==> config.mk <==
export PLATFORM = sky130hd
export DESIGN_NAME = ysyx_22050243_ifu
export DESIGN_NICKNAME = d
export VERILOG_FILES = /design/src/rtl/ysyx_22050243_ifu_pkg.sv /design/src/rtl/ysyx_22050243_pc_reg.sv /design/src/rtl/ysyx_22050243_ifu.sv
export SDC_FILE = /design/constraint.sdc
export NUM_CORES = 1
export LEC_CHECK = 0
export CAP_MARGIN = 0
export CORE_MARGIN = 3
export CORE_UTILIZATION = 40
export CTS_CLUSTER_DIAMETER = 150
export DETAILED_ROUTE_END_ITERATION = 6
export MAX_ROUTING_LAYER = met4
export PLACE_DENSITY = 0.87
export SLEW_MARGIN = 25
export SYNTH_ARGS = -nofsm -noshare
export SYNTH_HDL_FRONTEND = slang
export SYNTH_HIERARCHICAL = 1
export SYNTH_SLANG_ARGS = --single-unit
==> constraint.sdc <==
create_clock -name clk -period 5.33 [get_ports clk]
set_clock_uncertainty 0.2 [all_clocks]
set_input_delay 1.599 -clock clk [delete_from_list [all_inputs] [get_ports clk]]
set_output_delay 1.599 -clock clk [all_outputs]
set_load 0.02 [all_outputs]
==> src/rtl/ysyx_22050243_ifu_pkg.sv <==
// Shared definitions for the instruction fetch unit.
//   - ifu_state_e      : fetch FSM states
//   - pc_sel_e         : next-PC select for the PC register
//   - DEFAULT_RESET_PC : default first fetch address after reset
//   - NOP_INST         : instruction presented to decode out of reset (addi x0,x0,0)
//   - INST_W           : instruction width
package ysyx_22050243_ifu_pkg;

  localparam int                INST_W           = 32;
  localparam logic [63:0]       DEFAULT_RESET_PC = 64'h8000_0000;
  localparam logic [INST_W-1:0] NOP_INST         = 32'h0000_0013;

  typedef enum logic [2:0] {
    IDLE,
    REQ,
    WAIT,
    DROP,
    HOLD
  } ifu_state_e;

  typedef enum logic [1:0] {
    PC_HOLD,
    PC_INC,
    PC_REDIRECT
  } pc_sel_e;

endpackage

==> src/rtl/ysyx_22050243_pc_reg.sv <==
// Program counter register with its next-PC mux.
//   clk, rst_n  : clock, asynchronous active-low reset (PC returns to RESET_PC)
//   pc_sel      : PC_HOLD keeps the PC, PC_INC advances by 4, PC_REDIRECT loads
//                 redirect_pc with its two low bits cleared
//   redirect_pc : redirect target from execute
//   pc_o        : current PC
module ysyx_22050243_pc_reg
  import ysyx_22050243_ifu_pkg::*;
#(
  parameter int              XLEN     = 64,
  parameter logic [XLEN-1:0] RESET_PC = DEFAULT_RESET_PC[XLEN-1:0]
) (
  input  logic            clk,
  input  logic            rst_n,
  input  pc_sel_e         pc_sel,
  input  logic [XLEN-1:0] redirect_pc,
  output logic [XLEN-1:0] pc_o
);

  logic [XLEN-1:0] pc_d;
  logic [XLEN-1:0] pc_q;

  // NOTE: every always_comb output gets a default before the case so no path
  // leaves it unassigned; otherwise synthesis infers a latch.
  always_comb begin
    pc_d = pc_q;
    case (pc_sel)
      // Natural wrap at 2^XLEN: the top PC word is followed by address 0.
      PC_INC:      pc_d = pc_q + XLEN'(4);
      // Fetches are word aligned, so the low two target bits are discarded.
      PC_REDIRECT: pc_d = redirect_pc & ~XLEN'(3);
      default:     pc_d = pc_q;
    endcase
  end

  // NOTE: sequential state uses non-blocking (<=) so every flop samples the
  // pre-edge values regardless of process evaluation order.
  always_ff @(posedge clk or negedge rst_n) begin
    if (!rst_n) begin
      pc_q <= RESET_PC;
    end else begin
      pc_q <= pc_d;
    end
  end

  assign pc_o = pc_q;

endmodule

==> src/rtl/ysyx_22050243_ifu.sv <==
// Instruction fetch unit for the RV64I core.
// Owns the PC, issues one word fetch at a time to instruction memory and holds
// the returned instruction for decode until it is taken or killed by a redirect.
//   clk, rst_n                    : clock, asynchronous active-low reset
//   imem_req_valid/ready/addr     : fetch request (addr always word aligned)
//   imem_rsp_valid/data           : fetch response
//   redirect_valid/pc             : PC change from execute (jal, jalr, taken branch)
//   id_valid/ready, id_pc/id_inst : instruction handed to decode
module ysyx_22050243_ifu
  import ysyx_22050243_ifu_pkg::*;
#(
  parameter int              XLEN     = 64,
  parameter logic [XLEN-1:0] RESET_PC = DEFAULT_RESET_PC[XLEN-1:0]
) (
  input  logic              clk,
  input  logic              rst_n,
  output logic              imem_req_valid,
  input  logic              imem_req_ready,
  output logic [XLEN-1:0]   imem_req_addr,
  input  logic              imem_rsp_valid,
  input  logic [INST_W-1:0] imem_rsp_data,
  input  logic              redirect_valid,
  input  logic [XLEN-1:0]   redirect_pc,
  output logic              id_valid,
  input  logic              id_ready,
  output logic [XLEN-1:0]   id_pc,
  output logic [INST_W-1:0] id_inst
);

  ifu_state_e        state_d, state_q;
  logic [INST_W-1:0] inst_d, inst_q;
  pc_sel_e           pc_sel;
  logic [XLEN-1:0]   pc;

  ysyx_22050243_pc_reg #(
    .XLEN     (XLEN),
    .RESET_PC (RESET_PC)
  ) u_pc_reg (
    .clk         (clk),
    .rst_n       (rst_n),
    .pc_sel      (pc_sel),
    .redirect_pc (redirect_pc),
    .pc_o        (pc)
  );

  always_comb begin
    state_d = state_q;
    inst_d  = inst_q;
    pc_sel  = PC_HOLD;
    case (state_q)
      IDLE: state_d = REQ;

      REQ: begin
        if (redirect_valid) pc_sel = PC_REDIRECT;
        // An accepted request always returns a response; if the PC moved in
        // the same cycle that response belongs to the old path and must be
        // swallowed in DROP.
        if (imem_req_ready) state_d = redirect_valid ? DROP : WAIT;
      end

      WAIT: begin
        if (redirect_valid) begin
          pc_sel  = PC_REDIRECT;
          state_d = imem_rsp_valid ? REQ : DROP;
        end else if (imem_rsp_valid) begin
          inst_d  = imem_rsp_data;
          state_d = HOLD;
        end
      end

      DROP: begin
        if (redirect_valid) pc_sel = PC_REDIRECT;
        if (imem_rsp_valid) state_d = REQ;
      end

      HOLD: begin
        // Redirect wins over a decode handshake: the held instruction is on
        // the wrong path and must never be delivered.
        if (redirect_valid) begin
          pc_sel  = PC_REDIRECT;
          state_d = REQ;
        end else if (id_ready) begin
          pc_sel  = PC_INC;
          state_d = REQ;
        end
      end

      default: state_d = IDLE;
    endcase
  end

  always_ff @(posedge clk or negedge rst_n) begin
    if (!rst_n) begin
      state_q <= IDLE;
      inst_q  <= NOP_INST;
    end else begin
      state_q <= state_d;
      inst_q  <= inst_d;
    end
  end

  assign imem_req_valid = (state_q == REQ);
  assign imem_req_addr  = pc;
  // The only combinational path to an output: a redirect retracts the held
  // instruction within the same cycle.
  assign id_valid       = (state_q == HOLD) && !redirect_valid;
  assign id_pc          = pc;
  assign id_inst        = inst_q;

endmodule

Word-level counts from Yosys, hierarchy flattened

Cells that the tools add are included.

Register bits: 99
Latch bits: 0
Memory bits (writable): 0
ROM bits: 0
Input port bits: 102
Output and inout bits: 162
Word-level logic and storage cells: 36
Memories kept: 0

Add/sub/neg operators: 1
Multiply operators: 0
Div/mod/pow operators: 0
Magnitude comparators: 0
Equality and inequality tests: 10
Shift-type cells: 0
Muxes and demuxes: 14
Bitwise logic cells: 1
Reduce and logical (&&, ||, !) cells: 7

Operators by type and width:

| kind                                                                    | number |
|---|---|
| 64-bit one-hot mux with 2 select lines                                  | 1 |
| 64-bit by 3-bit adder with 64-bit output, second input constant         | 1 |
| 3-bit two-way mux                                                       | 6 |
| 3-bit one-hot mux with 5 select lines                                   | 1 |
| 3-bit by 2-bit equality test with 1-bit output, second input constant   | 2 |
| 2-bit two-way mux                                                       | 3 |
| 3-bit inequality test, second input constant                            | 2 |
| 2-bit one-hot mux with 2 select lines                                   | 1 |
| 4-bit AND reduction                                                     | 1 |
| 3-bit by 1-bit equality test with 1-bit output, second input constant   | 1 |
| 3-bit equality test, second input constant                              | 1 |
| 3-bit logical NOT                                                       | 1 |
| 3-bit AND reduction                                                     | 1 |
| 3-bit OR reduction                                                      | 1 |
| 2-bit by 1-bit equality test with 1-bit output, second input constant   | 1 |
| 2-bit equality test, second input constant                              | 1 |
| 1-bit two-way mux                                                       | 2 |
| 2-bit by 1-bit inequality test with 1-bit output, second input constant | 1 |
| 2-bit inequality test, second input constant                            | 1 |
| 2-bit nonzero test                                                      | 1 |
| 1-bit logical AND                                                       | 1 |
| 1-bit logical NOT                                                       | 1 |
| 1-bit inverter                                                          | 1 |

Longest topological paths before layout

Gate-level depths: netlist of run 1.

Word-level depth: 5
Mapped depth: 11

Modules after synthesis

The synthesis of run 1 kept the hierarchy.

Modules (own cells, without submodules):

| module               | instances | cells an instance | area an instance (um^2) |
|---|---|---|---|
| ysyx_22050243_pc_reg | 1         | 541               | 4429.2 |
| ysyx_22050243_ifu    | 1         | 152               | 1891.8 |

Least setup slack after synthesis of run 1

OpenSTA, ideal clock, no wires.

Path kind: input to register
Start point: in redirect_valid
End point: reg u_pc_reg.pc_q[61] (netlist: u_pc_reg/pc_o[61])
Library setup time: 67 ps
Arrival time: 4290 ps
Data required time: 5063 ps
Path slack: 773 ps
Stages: 9
Path through: nor4b_1 -> and2_2 -> inv_1 -> ha_1 -> nand2b_1 -> o22a_1 -> or3b_2 -> o2bb2a_1 -> nand2_1

Word-level cells in the longest chain between the ends: 4

Ends and longest elaborated chain:

| what                                                                                         | line                       | source |
|---|---|---|
| from (decl)                                                                                  | ysyx_22050243_ifu.sv:22    | `input logic redirect_valid,` |
| 2-bit two-way mux (*)                                                                        | ysyx_22050243_ifu.sv:79    | `if (redirect_valid) begin` |
| 2-bit one-hot mux with 2 select lines (*)                                                    | ysyx_22050243_ifu.sv:50    | `case (state_q)` |
| via pc_sel[0]                                                                                | ysyx_22050243_ifu.sv:32    | `pc_sel_e pc_sel;` |
| 2-bit equality test / 2-bit by 1-bit equality test with 1-bit output (equally long branches) | ysyx_22050243_pc_reg.sv:27 | `case (pc_sel)` |
| 64-bit one-hot mux with 2 select lines / 2-bit nonzero test (equally long branches)          | -                          |  |
| to (signal assigned)                                                                         | ysyx_22050243_pc_reg.sv:42 | `pc_q <= pc_d;` |
| to (decl)                                                                                    | ysyx_22050243_pc_reg.sv:21 | `logic [XLEN-1:0] pc_q;` |

Mark *: on every way through the listed nets, which the timed path passes. The rest lies on a longest branch.
A chain may end at the register's enable or synchronous reset.

Worst setup path after layout of run 1

Start point: in redirect_valid
End point: out id_valid

Word-level cells in the longest chain between the ends: 2

Ends and longest elaborated chain:

| what              | line                     | source |
|---|---|---|
| 1-bit logical NOT | ysyx_22050243_ifu.sv:106 | `assign id_valid = (state_q == HOLD) && !redirect_valid;` |
| 1-bit logical AND | ysyx_22050243_ifu.sv:106 |  |
| to (decl)         | ysyx_22050243_ifu.sv:24  | `output logic id_valid,` |

No other way between the ends.

==> flow_summary_export.csv, run 1 <==
group,metric,value,unit
sta,report.final.setup_viol,0,
cts,cts_sinks,97,
sta,max-slew-margin-rel,33.3,%
critical_path,required,3.53,ns
final_layout,final_cell_mix,"256 x clkdlybuf4s50_1, 93 x dfrtp_1, 50 x nand2_1",
place,io_buffers,257,
die,die_w,132,um
critical_path,slowest_delay,0.71,ns
place,dpl_cell_area,8580,um2
cts,cts_tree,"built",
routing,drtIter0Drc,708,
yosys,ys_seq_elements,97,
critical_path,worstPathMaxFanout,4,
die,core-area,15300,um2
outcome,status,"completed",
cts,htreeDepth,3,
routing,drt.antenna.violating_nets,0,
global_routing,grt_usage,23.8,%
yosys,synth_largest_area_cell,"dfrtp_1",
yosys,synth_top_cell_area_share,36.8,%
place,post-place-ws,0.228,ns
cts,cts-hold-fix-buffers,0,
die,start_util,41.3,%
sta,finalCritPeriodShare,95.5,%
sta,clock.fmax,196,MHz
critical_path,setup.worst_path.class,"primary input to output port",
sta,holdWs,0.305,ns
routing,wl_per_cell,19.0,um
sta,min_period,5.09,ns
critical_path,cp-end-kind,"output port",
cts,clkSlewWorstSetupHoldPaths,0.07,ns
yosys,postSynthCellCount,693,
routing,via_per_inst,5.84,
sta,fin_tns_setup,0,ns
cts,cts_setup_buffers,0,
sta,worst_slack,0.240,ns
final_layout,syn_to_final_growth,40.2,%
routing,drc,0,
sta,hold_viol_final,0,
final_layout,drive_gt1_share,9.95,%
yosys,yosys-top-cells-area,"dfrtp_1 37%, buf_4 7.8%, mux2_2 6.1%",
global_routing,gr-total-overflow,0,
sta,report.final.slew_viol_count,0,
yosys,async_reset_ff_share,100,%
cts,numCtsBuffers,9,
die,ios,264,
cts,clock-root-buffer,"clkbuf_16",
routing,vias,6332,
die,die_height,132,um
routing,postRouteWirelength,20600,um
final_layout,finish.instance_area,8860,um2
yosys,ys.flop_type,"dfrtp_1",
sta,rsz0062_at_grt,"no",
global_routing,grt_pass1_vias,6078,
yosys,avgSynthCellArea,9.12,um2
yosys,synth_warnings,6,
critical_path,setup.worst_path.start_class,"primary input",
cts,clock_path_buffers,2,
critical_path,cp_cell_sequence,"clkdlybuf4s50_1 -> nor4b_1 -> clkdlybuf4s50_1",
place,gp_congestion,0.898,
yosys,synth_edf_count,0,
global_routing,antenna_found_initial,0,
power,peakVddDrop,0.329,mV
final_layout,fillCellCount,1381,
power,powerDensity,581,nW/um2
flow_run,drv_cap,0,
place,hpwl,15100,um
critical_path,cpMaxStageDelayCell,"clkdlybuf4s50_1",
global_routing,grt_max_degree,72,
routing,dr.pass1.iters,5,
cts,clock_latency,0.35,ns
die,num_rows,45,
final_layout,antenna_cells,0,
critical_path,worstPathArrival,3.29,ns
global_routing,grt_pass1_wl,32900,um
sta,tightest_slew,0.996,ns
die,die_area,17300,um2
yosys,syn_area,6320,um2
critical_path,crit_top_cell,"clkdlybuf4s50_1",
final_layout,mostFrequentLayoutCell,"clkdlybuf4s50_1",
final_layout,num-nets-final,973,
yosys,yosysUniqueCellTypes,72,
min_path,hold_path.class,"flip-flop to flip-flop",
power,power.leakage,0.00345,uW
cts,cts_resized,0,
yosys,ys_seq_area_share,38.5,%
-- stage by stage --
stage / utilization, % / power, uW / instances
after global routing: 57.9 / 5430 / 1085
after floorplan: - / 3310 / 694
after CTS: 57.9 / 5160 / 1085
final: 57.9 / 5150 / 1085
after global placement: 56.1 / 4460 / 1069
after detailed placement: 56.1 / 4540 / 1069
-- synth_stat cells, types with 4 or more instances --
library cell	n
nand2_1	50
o21ai_0	40
o22ai_1	4
mux2i_1	9
dfstp_2	4
nand2b_1	5
a211oi_1	5
nor2_1	49
o311ai_0	4
nor2b_1	7
nor4_1	15
o22a_1	6
and3_1	19
inv_1	10
mux2_2	34
a311o_1	4
buf_1	6
nand4_1	26
a22oi_1	20
or4_1	13
a32oi_1	6
o21a_1	5
clkbuf_1	24
nand3_1	35
and2_1	6
dfrtp_1	93
buf_4	66
nor3_1	15
a31oi_1	6
o211ai_1	6
a21oi_1	32
-- kinds of logic after synthesis --
kind of cell    after synthesis  share of synthesized area (%)
compound gates              159                           16.8
simple gates                274                           25.4
buf+inv                     117                           11.3
mux                          43                           7.48
flops                        97                           38.5
other cells                   1                         0.0593
fa+ha+maj                     2                          0.396
-- per-layer routing --
layer / share of wire [%] / track usage [%] / vias up
met5: 0 / - / -
met4: 2.1 / 6.53 / 0
met3: 8.2 / 4.79 / 47
met2: 48 / 36.9 / 356
met1: 41 / 31.9 / 3033
li1: - / - / 2896
-- worst paths after layout --
path | start | endpoint | slack, ns | cells after the start
max | redirect_valid | id_valid | 0.24 | 3
min | id_inst[31]$_DFFE_PN0P_ | id_inst[31]$_DFFE_PN0P_ | 0.30 | 1
max reg2reg | state_q[1]$_DFFE_PN0P_ | u_pc_reg/pc_o[58]$_DFFE_PN0P_ | 2.07 | 9
min reg2reg | id_inst[31]$_DFFE_PN0P_ | id_inst[31]$_DFFE_PN0P_ | 0.30 | 1
max in group asynchronous | rst_n | u_pc_reg/pc_o[46]$_DFFE_PN0P_ | 3.04 | 2
min in group asynchronous | rst_n | id_inst[10]$_DFFE_PN0P_ | 1.06 | 1
-- power by group --
group	leakage (uW)	internal [uW]	switching, uW
clock network	0.000129	319	296
logic	0.00219	1400	1510
registers	0.00114	1080	544
-- critical path: cells and delay by family --
kind	cells	cell delay, ns
buffers and inverters	2	1.20
AND/OR/NAND/NOR	1	0.49
-- state kept, by name (all words and copies together), names as in the netlist --
name	count
u_pc_reg/pc_o	62
state_q	3
id_inst	32
-- layout make-up --
class	count	area, um2	area share [%]
flip-flops and latches	97	2430	27.4
well taps	211	264	2.98
clock inverters	6	46.3	0.522
multi-input cells	480	3180	35.9
inverters	12	45.0	0.508
repair buffers	269	2660	30.1
clock buffers	10	229	2.58
No activity file was read; power rests on OpenSTA's default activity.
==> inputs of run 2 (changes only) <==
--- a/config.mk
+++ b/config.mk
@@ -10,7 +10,6 @@
 export CORE_UTILIZATION = 40
 export CTS_CLUSTER_DIAMETER = 150
 export DETAILED_ROUTE_END_ITERATION = 6
-export MAX_ROUTING_LAYER = met4
 export PLACE_DENSITY = 0.87
 export SLEW_MARGIN = 25
 export SYNTH_ARGS = -nofsm -noshare
==> flow_summary_export.csv, run 2 (synthesized netlist as in run 1, its figures left out) <==
group,metric,value,unit
power,peakVddDrop,0.328,mV
final_layout,drive_gt1_share,9.95,%
critical_path,setup.worst_path.start_class,"primary input",
die,die_area,17300,um2
global_routing,gr-total-overflow,0,
global_routing,grt_usage,23.1,%
routing,dr.pass1.iters,7,
routing,wl_per_cell,19.1,um
final_layout,antenna_cells,0,
power,powerDensity,581,nW/um2
cts,cts_sinks,97,
routing,via_per_inst,5.82,
place,gp_congestion,0.883,
sta,max-slew-margin-rel,32.5,%
die,die_w,132,um
final_layout,stdcell_count,1085,
die,core-area,15300,um2
power,power.leakage,0.00345,uW
global_routing,antenna_found_initial,0,
cts,clock_path_buffers,2,
global_routing,grt_max_degree,72,
place,post-place-cells,1069,
cts,clkSlewWorstSetupHoldPaths,0.07,ns
final_layout,final_cell_mix,"256 x clkdlybuf4s50_1, 93 x dfrtp_1, 50 x nand2_1",
sta,holdWs,0.305,ns
cts,clock_latency,0.35,ns
sta,finalCritPeriodShare,95.6,%
critical_path,required,3.53,ns
routing,drc,6,
critical_path,cpMaxStageDelayCell,"clkdlybuf4s50_1",
cts,cts_resized,0,
critical_path,cp-end-kind,"output port",
cts,cts_tree,"built",
final_layout,fillCellCount,1381,
min_path,hold_path.class,"flip-flop to flip-flop",
cts,numCtsBuffers,9,
critical_path,setup.worst_path.class,"primary input to output port",
final_layout,num-nets-final,973,
final_layout,finish.instance_area,8860,um2
final_layout,mostFrequentLayoutCell,"clkdlybuf4s50_1",
routing,postRouteWirelength,20700,um
final_layout,syn_to_final_growth,40.2,%
sta,fin_tns_setup,0,ns
sta,rsz0062_at_grt,"no",
routing,drt.antenna.violating_nets,0,
critical_path,worstPathMaxFanout,4,
outcome,violations,"DRC",
sta,hold_viol_final,0,
final_layout,multiInputGateArea,3180,um2
die,num_rows,45,
flow_run,drv_cap,0,
die,ios,264,
place,dpl_cell_area,8580,um2
cts,clock-root-buffer,"clkbuf_16",
sta,report.final.setup_viol,0,
place,hpwl,15100,um
final_layout,regArea,2430,um2
sta,report.final.slew_viol_count,0,
sta,tightest_slew,1.01,ns
routing,drtIter0Drc,627,
die,start_util,41.3,%
final_layout,fin_util,57.9,%
global_routing,grt_pass1_wl,32900,um
critical_path,slowest_delay,0.71,ns
cts,cts_setup_buffers,0,
sta,clock.fmax,196,MHz
cts,cts-hold-fix-buffers,0,
outcome,status,"finished, violations left",
critical_path,worstPathArrival,3.29,ns
die,die_height,132,um
place,io_buffers,257,
critical_path,crit_top_cell,"clkdlybuf4s50_1",
sta,min_period,5.09,ns
routing,vias,6320,
cts,htreeDepth,3,
global_routing,grt_pass1_vias,6085,
critical_path,cp_cell_sequence,"clkdlybuf4s50_1 -> nor4b_1 -> clkdlybuf4s50_1",
final_layout,largest_reg_flops,62,
==> run 2: power by group <==
part           total, uW  switching, uW  internal (uW)  leakage (uW)
clock network        613            295            318      0.000129
registers           1620            542           1080       0.00114
logic               2910           1510           1400       0.00219
total               5150           2350           2800       0.00345
==> run 2: worst paths after layout <==
check / start / endpoint / slack [ns] / cells after the start
worst max-delay path: redirect_valid / id_valid / 0.24 / 3
worst min register to register: id_inst[31]$_DFFE_PN0P_ / id_inst[31]$_DFFE_PN0P_ / 0.30 / 1
worst max register to register: state_q[1]$_DFFE_PN0P_ / u_pc_reg/pc_o[58]$_DFFE_PN0P_ / 2.05 / 9
min in group asynchronous: rst_n / id_inst[2]$_DFFE_PN0P_ / 1.05 / 1
max in group asynchronous: rst_n / u_pc_reg/pc_o[29]$_DFFE_PN0P_ / 3.03 / 2
worst min-delay path: id_inst[31]$_DFFE_PN0P_ / id_inst[31]$_DFFE_PN0P_ / 0.30 / 1
==> run 2: stage by stage <==
step                      power, uW  setup WS [ns]
after global placement         4460          0.264
after floorplan                3310          0.773
final                          5150          0.236
after global routing           5430          0.115
after detailed placement       4540          0.228
after CTS                      5160          0.226
==> run 2: area by class of cell <==
type                    count  area share, %
multi-input cells         480           35.9
well taps                 211           2.98
clock buffers              10           2.58
clock inverters             6          0.522
flip-flops and latches     97           27.4
inverters                  12          0.508
repair buffers            269           30.1
==> run 2: critical path: cells and delay by family <==
family | cells | cell delay (ns)
buffers and inverters | 2 | 1.20
AND/OR/NAND/NOR | 1 | 0.49
==> run 2: per-layer routing <==
metal | up-vias | track usage, % | wire (um)
li1 | 2891 | - | -
met1 | 3047 | 31.6 | 8580
met2 | 342 | 36.9 | 9980
met3 | 40 | 5.02 | 1750
met4 | 0 | 6.88 | 431
met5 | - | 0 | 0
==> inputs of run 3 (changes only) <==
--- a/config.mk
+++ b/config.mk
@@ -5,7 +5,6 @@
 export SDC_FILE = /design/constraint.sdc
 export NUM_CORES = 1
 export LEC_CHECK = 0
-export CAP_MARGIN = 0
 export CORE_MARGIN = 3
 export CORE_UTILIZATION = 40
 export CTS_CLUSTER_DIAMETER = 150
==> results of run 3 <==
No change in the layout: final DEF, timing and power equal those of run 2.
